File: config.mk
export PLATFORM = sky130hd
export DESIGN_NAME = vga_timing_gen
export DESIGN_NICKNAME = d
export VERILOG_FILES = /design/src/rtl/vga_timing_gen_pkg.sv /design/src/rtl/vga_axis_counter.sv /design/src/rtl/vga_timing_gen.sv
export SDC_FILE = /design/constraint.sdc
export NUM_CORES = 1
export LEC_CHECK = 0
export CAP_MARGIN = 15
export CORE_ASPECT_RATIO = 0.75
export CORE_MARGIN = 10
export CORE_UTILIZATION = 41
export CTS_CLUSTER_DIAMETER = 100
export DETAILED_ROUTE_END_ITERATION = 12
export PLACE_DENSITY = 0.67
export SYNTH_ARGS = -nofsm -noshare
export SYNTH_HDL_FRONTEND = slang
export SYNTH_SLANG_ARGS = --single-unit
export TNS_END_PERCENT = 50
File: constraint.sdc
create_clock -name clk -period 1.7 [get_ports clk]
set_input_delay 0.255 -clock clk [delete_from_list [all_inputs] [get_ports clk]]
set_output_delay 0.255 -clock clk [all_outputs]
set_load 0.02 [all_outputs]
File: src/rtl/vga_timing_gen_pkg.sv
// Shared raster timing definitions for the 720p60 timing generator and the pixel generator.
// Constants and types only: no latency, no flow control.
package vga_timing_gen_pkg;

    localparam int DEF_H_ACTIVE_PIXEL_COUNT = 1280;
    localparam int DEF_H_FRONT_PORCH        = 110;
    localparam int DEF_H_SYNC_WIDTH         = 40;
    localparam int DEF_H_BACK_PORCH         = 220;

    localparam int DEF_V_ACTIVE_LINE_COUNT  = 720;
    localparam int DEF_V_FRONT_PORCH        = 5;
    localparam int DEF_V_SYNC_WIDTH         = 5;
    localparam int DEF_V_BACK_PORCH         = 20;

    localparam int DEF_H_TOTAL = DEF_H_ACTIVE_PIXEL_COUNT + DEF_H_FRONT_PORCH
                               + DEF_H_SYNC_WIDTH + DEF_H_BACK_PORCH;
    localparam int DEF_V_TOTAL = DEF_V_ACTIVE_LINE_COUNT + DEF_V_FRONT_PORCH
                               + DEF_V_SYNC_WIDTH + DEF_V_BACK_PORCH;

    // Counter width shared by both axes; each axis period must fit in it.
    localparam int CNT_W         = 12;
    localparam int CNT_MAX_TOTAL = 1 << CNT_W;

    typedef enum logic [1:0] {
        ACTIVE = 2'd0,
        FRONT  = 2'd1,
        SYNC   = 2'd2,
        BACK   = 2'd3
    } vga_phase_t;

endpackage

File: src/rtl/vga_axis_counter.sv
// One raster axis: position counter plus ACTIVE/FRONT/SYNC/BACK phase FSM, advancing on step.
// count is registered; phase and wrap are the combinational next-phase and wrap for this edge.
module vga_axis_counter
    import vga_timing_gen_pkg::*;
#(
    parameter int ACTIVE_LEN = DEF_H_ACTIVE_PIXEL_COUNT,
    parameter int FRONT_LEN  = DEF_H_FRONT_PORCH,
    parameter int SYNC_LEN   = DEF_H_SYNC_WIDTH,
    parameter int BACK_LEN   = DEF_H_BACK_PORCH
) (
    input  logic             clk,
    input  logic             rst,
    input  logic             step,
    output logic [CNT_W-1:0] count,
    output vga_phase_t       phase,
    output logic             wrap
);

    localparam int TOTAL = ACTIVE_LEN + FRONT_LEN + SYNC_LEN + BACK_LEN;

    localparam logic [CNT_W-1:0] ACTIVE_END = CNT_W'(ACTIVE_LEN - 1);
    localparam logic [CNT_W-1:0] FRONT_END  = CNT_W'(ACTIVE_LEN + FRONT_LEN - 1);
    localparam logic [CNT_W-1:0] SYNC_END   = CNT_W'(ACTIVE_LEN + FRONT_LEN + SYNC_LEN - 1);
    localparam logic [CNT_W-1:0] LAST       = CNT_W'(TOTAL - 1);

    if (TOTAL > CNT_MAX_TOTAL) begin : g_total_check
        $error("vga_axis_counter: axis period %0d exceeds counter range", TOTAL);
    end

    vga_phase_t       state_q;
    vga_phase_t       state_d;
    logic [CNT_W-1:0] count_d;

    // Reset parks the axis on its last position so the first step lands on 0.
    always_ff @(posedge clk or negedge rst) begin
        if (!rst) begin
            state_q <= BACK;
            count   <= LAST;
        end else begin
            state_q <= state_d;
            count   <= count_d;
        end
    end

    always_comb begin
        state_d = state_q;
        count_d = count;
        wrap    = 1'b0;
        if (step) begin
            if (count == LAST) begin
                count_d = '0;
                wrap    = 1'b1;
            end else begin
                count_d = count + 1'b1;
            end
            case (state_q)
                ACTIVE:  if (count == ACTIVE_END) state_d = FRONT;
                FRONT:   if (count == FRONT_END)  state_d = SYNC;
                SYNC:    if (count == SYNC_END)   state_d = BACK;
                BACK:    if (count == LAST)       state_d = ACTIVE;
                default: state_d = BACK;
            endcase
        end
    end

    // Exposing the next phase lets the parent register flags aligned with count.
    assign phase = state_d;

endmodule

File: src/rtl/vga_timing_gen.sv
// Raster timing generator: h/v counters, syncs, display-enable and frame-start, all registered.
// Outputs update on the pix_en edge they describe (zero skew); pix_en=0 freezes everything.
module vga_timing_gen
    import vga_timing_gen_pkg::*;
#(
    parameter int H_ACTIVE_PIXEL_COUNT = DEF_H_ACTIVE_PIXEL_COUNT,
    parameter int H_FRONT_PORCH        = DEF_H_FRONT_PORCH,
    parameter int H_SYNC_WIDTH         = DEF_H_SYNC_WIDTH,
    parameter int H_BACK_PORCH         = DEF_H_BACK_PORCH,
    parameter int V_ACTIVE_LINE_COUNT  = DEF_V_ACTIVE_LINE_COUNT,
    parameter int V_FRONT_PORCH        = DEF_V_FRONT_PORCH,
    parameter int V_SYNC_WIDTH         = DEF_V_SYNC_WIDTH,
    parameter int V_BACK_PORCH         = DEF_V_BACK_PORCH,
    parameter bit H_SYNC_POL           = 1'b1,
    parameter bit V_SYNC_POL           = 1'b1
) (
    input  logic             clk,
    input  logic             rst,
    input  logic             pix_en,
    output logic [CNT_W-1:0] h_counter,
    output logic [CNT_W-1:0] v_counter,
    output logic             h_sync,
    output logic             v_sync,
    output logic             active,
    output logic             frame_start
);

    localparam logic H_ON  = H_SYNC_POL;
    localparam logic H_OFF = ~H_SYNC_POL;
    localparam logic V_ON  = V_SYNC_POL;
    localparam logic V_OFF = ~V_SYNC_POL;

    vga_phase_t h_phase_nxt;
    vga_phase_t v_phase_nxt;
    logic       h_wrap;
    logic       v_wrap;
    logic       v_step;

    vga_axis_counter #(
        .ACTIVE_LEN (H_ACTIVE_PIXEL_COUNT),
        .FRONT_LEN  (H_FRONT_PORCH),
        .SYNC_LEN   (H_SYNC_WIDTH),
        .BACK_LEN   (H_BACK_PORCH)
    ) u_h_axis (
        .clk   (clk),
        .rst   (rst),
        .step  (pix_en),
        .count (h_counter),
        .phase (h_phase_nxt),
        .wrap  (h_wrap)
    );

    assign v_step = h_wrap & pix_en;

    vga_axis_counter #(
        .ACTIVE_LEN (V_ACTIVE_LINE_COUNT),
        .FRONT_LEN  (V_FRONT_PORCH),
        .SYNC_LEN   (V_SYNC_WIDTH),
        .BACK_LEN   (V_BACK_PORCH)
    ) u_v_axis (
        .clk   (clk),
        .rst   (rst),
        .step  (v_step),
        .count (v_counter),
        .phase (v_phase_nxt),
        .wrap  (v_wrap)
    );

    // Flags are decoded from next-phase so they land on the same edge as the counters.
    // With pix_en low the next phase equals the current one, so they hold naturally;
    // v_wrap already implies an enabled horizontal wrap, i.e. the step onto (0,0).
    always_ff @(posedge clk or negedge rst) begin
        if (!rst) begin
            h_sync      <= H_OFF;
            v_sync      <= V_OFF;
            active      <= 1'b0;
            frame_start <= 1'b0;
        end else begin
            h_sync      <= (h_phase_nxt == SYNC) ? H_ON : H_OFF;
            v_sync      <= (v_phase_nxt == SYNC) ? V_ON : V_OFF;
            active      <= (h_phase_nxt == ACTIVE) && (v_phase_nxt == ACTIVE);
            frame_start <= v_wrap;
        end
    end

endmodule

==> flow_summary.toml <==
[run_status]
status = "complete, but fails checks"
violations = "setup timing"

[detailed_routing]
ant_nets = 0
routed_via_density = 5.463
post-route-drc-count = 0
totalWireLength_um = 5637
drtIter0Drc = 99
num_vias = 1759
routedWlPerCell_um = 17.51
dr.pass1.iters = 4

[final_layout]
multiInputGateArea_um2 = 1165
antenna-diode-count = 0
fin_area_um2 = 2937
seq_area_um2 = 822.0
drive_gt1_frac = 0.5243
fin_util = 0.7155
area_delta_synth_final_pct = 67.05
fillers = 285
nets = 274

[timing]
hold_viol_final = 0
clock_skew_ns = 0.009187
fmax_mhz = 521.4
fin_crit_sh = 1.128
worst_pin_slew_ns = 0.4046
fin_crit_ns = 1.918
finalSetupViolations = 20
holdWs_ns = 0.3605
maxSlewViolCount = 0
setup_slack_ns = -0.2178
rsz0062_at_grt = "true"
slew_headroom = 0.7303

[placement]
place_hpwl_um = 3815
dpl-instance-area_um2 = 2492
place_congestion = 0.8972
portBuffers = 30
post-place-ws_ns = -0.3535

[clock_network]
path_clk_slew_ns = 0.07
cts_num_sinks = 32
cts-root-buf = "clkbuf_8"
cts_inserted_buffers = 5
cts-htree-levels = 2
clkLatencyLatePin_ns = 0.29
holdBufCountCts = 0
clockBufferDepth = 2
cts_tree = "built"

[floorplanning]
start_util = 0.4284
ios = 31
fp.dieArea_um2 = 7334
die_w_um = 95.61
core_um2 = 4104
die_h_um = 76.71
std_cell_rows = 20

[setup_path]
reg2reg_from = "u_h_axis.count[0]"
critPathMaxFanout = 3
worst_r2r_endpoint = "h_sync"
end_kind = "flip-flop"
arrival_ns = 2.08
critPathKind = "flip-flop to flip-flop"
reg2reg_slack_ns = -0.22
start_kind = "flip-flop"
worstPathRequired_ns = 1.86
r2r_cells = 7

[synthesis]
syn-num-nets = 183
syn_area_um2 = 1758
synth_compound_area_frac = 0.1039
synthAdderAreaFrac = 0.03559
yosys.area.top_type = "dfstp_2"
synth_edf_count = 0
synth_top_family_by_area = "simple AND/OR/NAND/NOR gates"
ys_ff_latch = 32
synthCells = 175
synth.avg_cell_area_um2 = 10.05
muxShareOfSynthArea = 0.006406
yosysSeqAreaShare = 0.4676
synth_ff_type = "dfstp_2"
synthArstFlopShare = 1.000
synth_xor_area_frac = 0.05480
yosysMostFrequentCell = "dfstp_2"
synthTopCellsByArea = "dfstp_2 (25%), dfrtp_1 (21%), o21ai_0 (4.0%)"
synth_cell_type_count = 45
yosys-top-cells-count = "dfstp_2 (17), nand2_1 (16), dfrtp_1 (15), o21ai_0 (14), nor2_1 (12)"
netlist.area_leader.share = 0.2541
ys_warn_count = 0
yosys.area_share.simple = 0.3011

[run]
maxCapViolations = 0

[global_route]
gr-total-overflow = 0
grt_use_total = 0.1411
grt_pass1_wl_um = 8314
antenna_found_initial = 0
grt_pass1_vias = 1661
grt_max_degree = 33

[pwr]
power_leakage_nw = 1.317
power_density_nw_per_um2 = 786.9
ir_drop_v = 0.0008444

[hold_path]
worstHoldPathType = "primary input to asynchronous set/reset pin"
==> where the power goes <==
group	leakage, nW	internal [mW]	switching, mW
Clock	0.0479	0.285	0.290
Combinational	0.900	0.417	0.380
Sequential	0.370	0.857	0.0816
==> worst max path at each step <==
stage	startpoint	endpoint
after floorplan	u_h_axis.count[0]	u_v_axis.count[9]
after global placement	pix_en	h_sync
after detailed placement	u_h_axis.count[0]	h_sync
after CTS	u_v_axis.count[0]	active
after global routing	u_h_axis.count[0]	h_sync
final	u_h_axis.count[0]	h_sync
==> logic make-up (layout without fill, tap and decap cells) <==
group	count (synthesis)	in the layout
fa+ha+maj	5	5
compound gates	30	30
flops	32	32
xor+xnor	11	11
mux	1	1
buf+inv	11	103
simple gates	85	85
==> final cells by class <==
| type | instances | area share |
|---|---|---|
| Clock inverter | 3 | 0.006391 |
| Timing Repair Buffer | 90 | 0.2637 |
| Tap cell | 55 | 0.02343 |
| Inverter | 5 | 0.006391 |
| Clock buffer | 5 | 0.02343 |
| Sequential cell | 32 | 0.2799 |
| Multi-Input combinational cell | 132 | 0.3967 |
==> metrics by stage <==
step	std cells	TNS [ns]	total power, mW
2_1_floorplan	175	-1.113	1.251
3_3_place_gp	302	-2.141	1.659
3_5_place_dp	302	-3.590	1.680
4_1_cts	314	-1.458	2.236
5_1_grt	322	-3.311	2.428
6_report	322	-1.762	2.311
==> cell usage in the layout, fill, tap and decap left out, drive strengths merged, types with 2 or more instances in the layout <==
master,instances
o41ai,3
nor3,6
nor4,3
nor2b,3
xnor2,7
nand3,10
inv,5
a21oi,7
dlygate4sd2,13
nand4,8
buf,62
dfrtp,15
nand3b,2
a21o,2
clkinv,3
o21ai,14
clkdlybuf4s50,14
dfstp,17
nand4b,3
and3,7
xor2,4
nand2,16
and2,2
clkbuf,5
ha,5
nor3b,2
nor2,12
nor4bb,4
==> worst max-delay path, stage by stage, from the launching register on <==
cell and delay [ns]:
dfstp_2 0.56, ha_4 0.13, nand3_2 0.08, nor4bb_2 0.37, a21oi_2 0.08, o41ai_2 0.33
buf_4 0.17, o21ai_1 0.07
==> layer usage <==
metal / track usage / vias to the layer above / part of all wire / wire, um
li1: - / 820 / - / -
met1: 0.1817 / 867 / 0.41 / 2313
met2: 0.2189 / 58 / 0.50 / 2812
met3: 0.04280 / 14 / 0.070 / 395
met4: 0.04412 / 0 / 0.020 / 115
met5: 0 / - / 0 / 0
==> timing repair <==
action	in CTS	in global routing
pin swaps	11	16
gates resized for setup	48	40
setup endpoints to repair	36	25
setup buffers	4	8
==> flip-flops by register name, summed over array words and instances, names as in the netlist <==
register	cells
h_sync	1
u_h_axis.count	12
frame_start	1
v_sync	1
u_h_axis.state_q	2
u_v_axis.count	12
u_v_axis.state_q	2
active	1
Power figures use the tool's default switching activity.
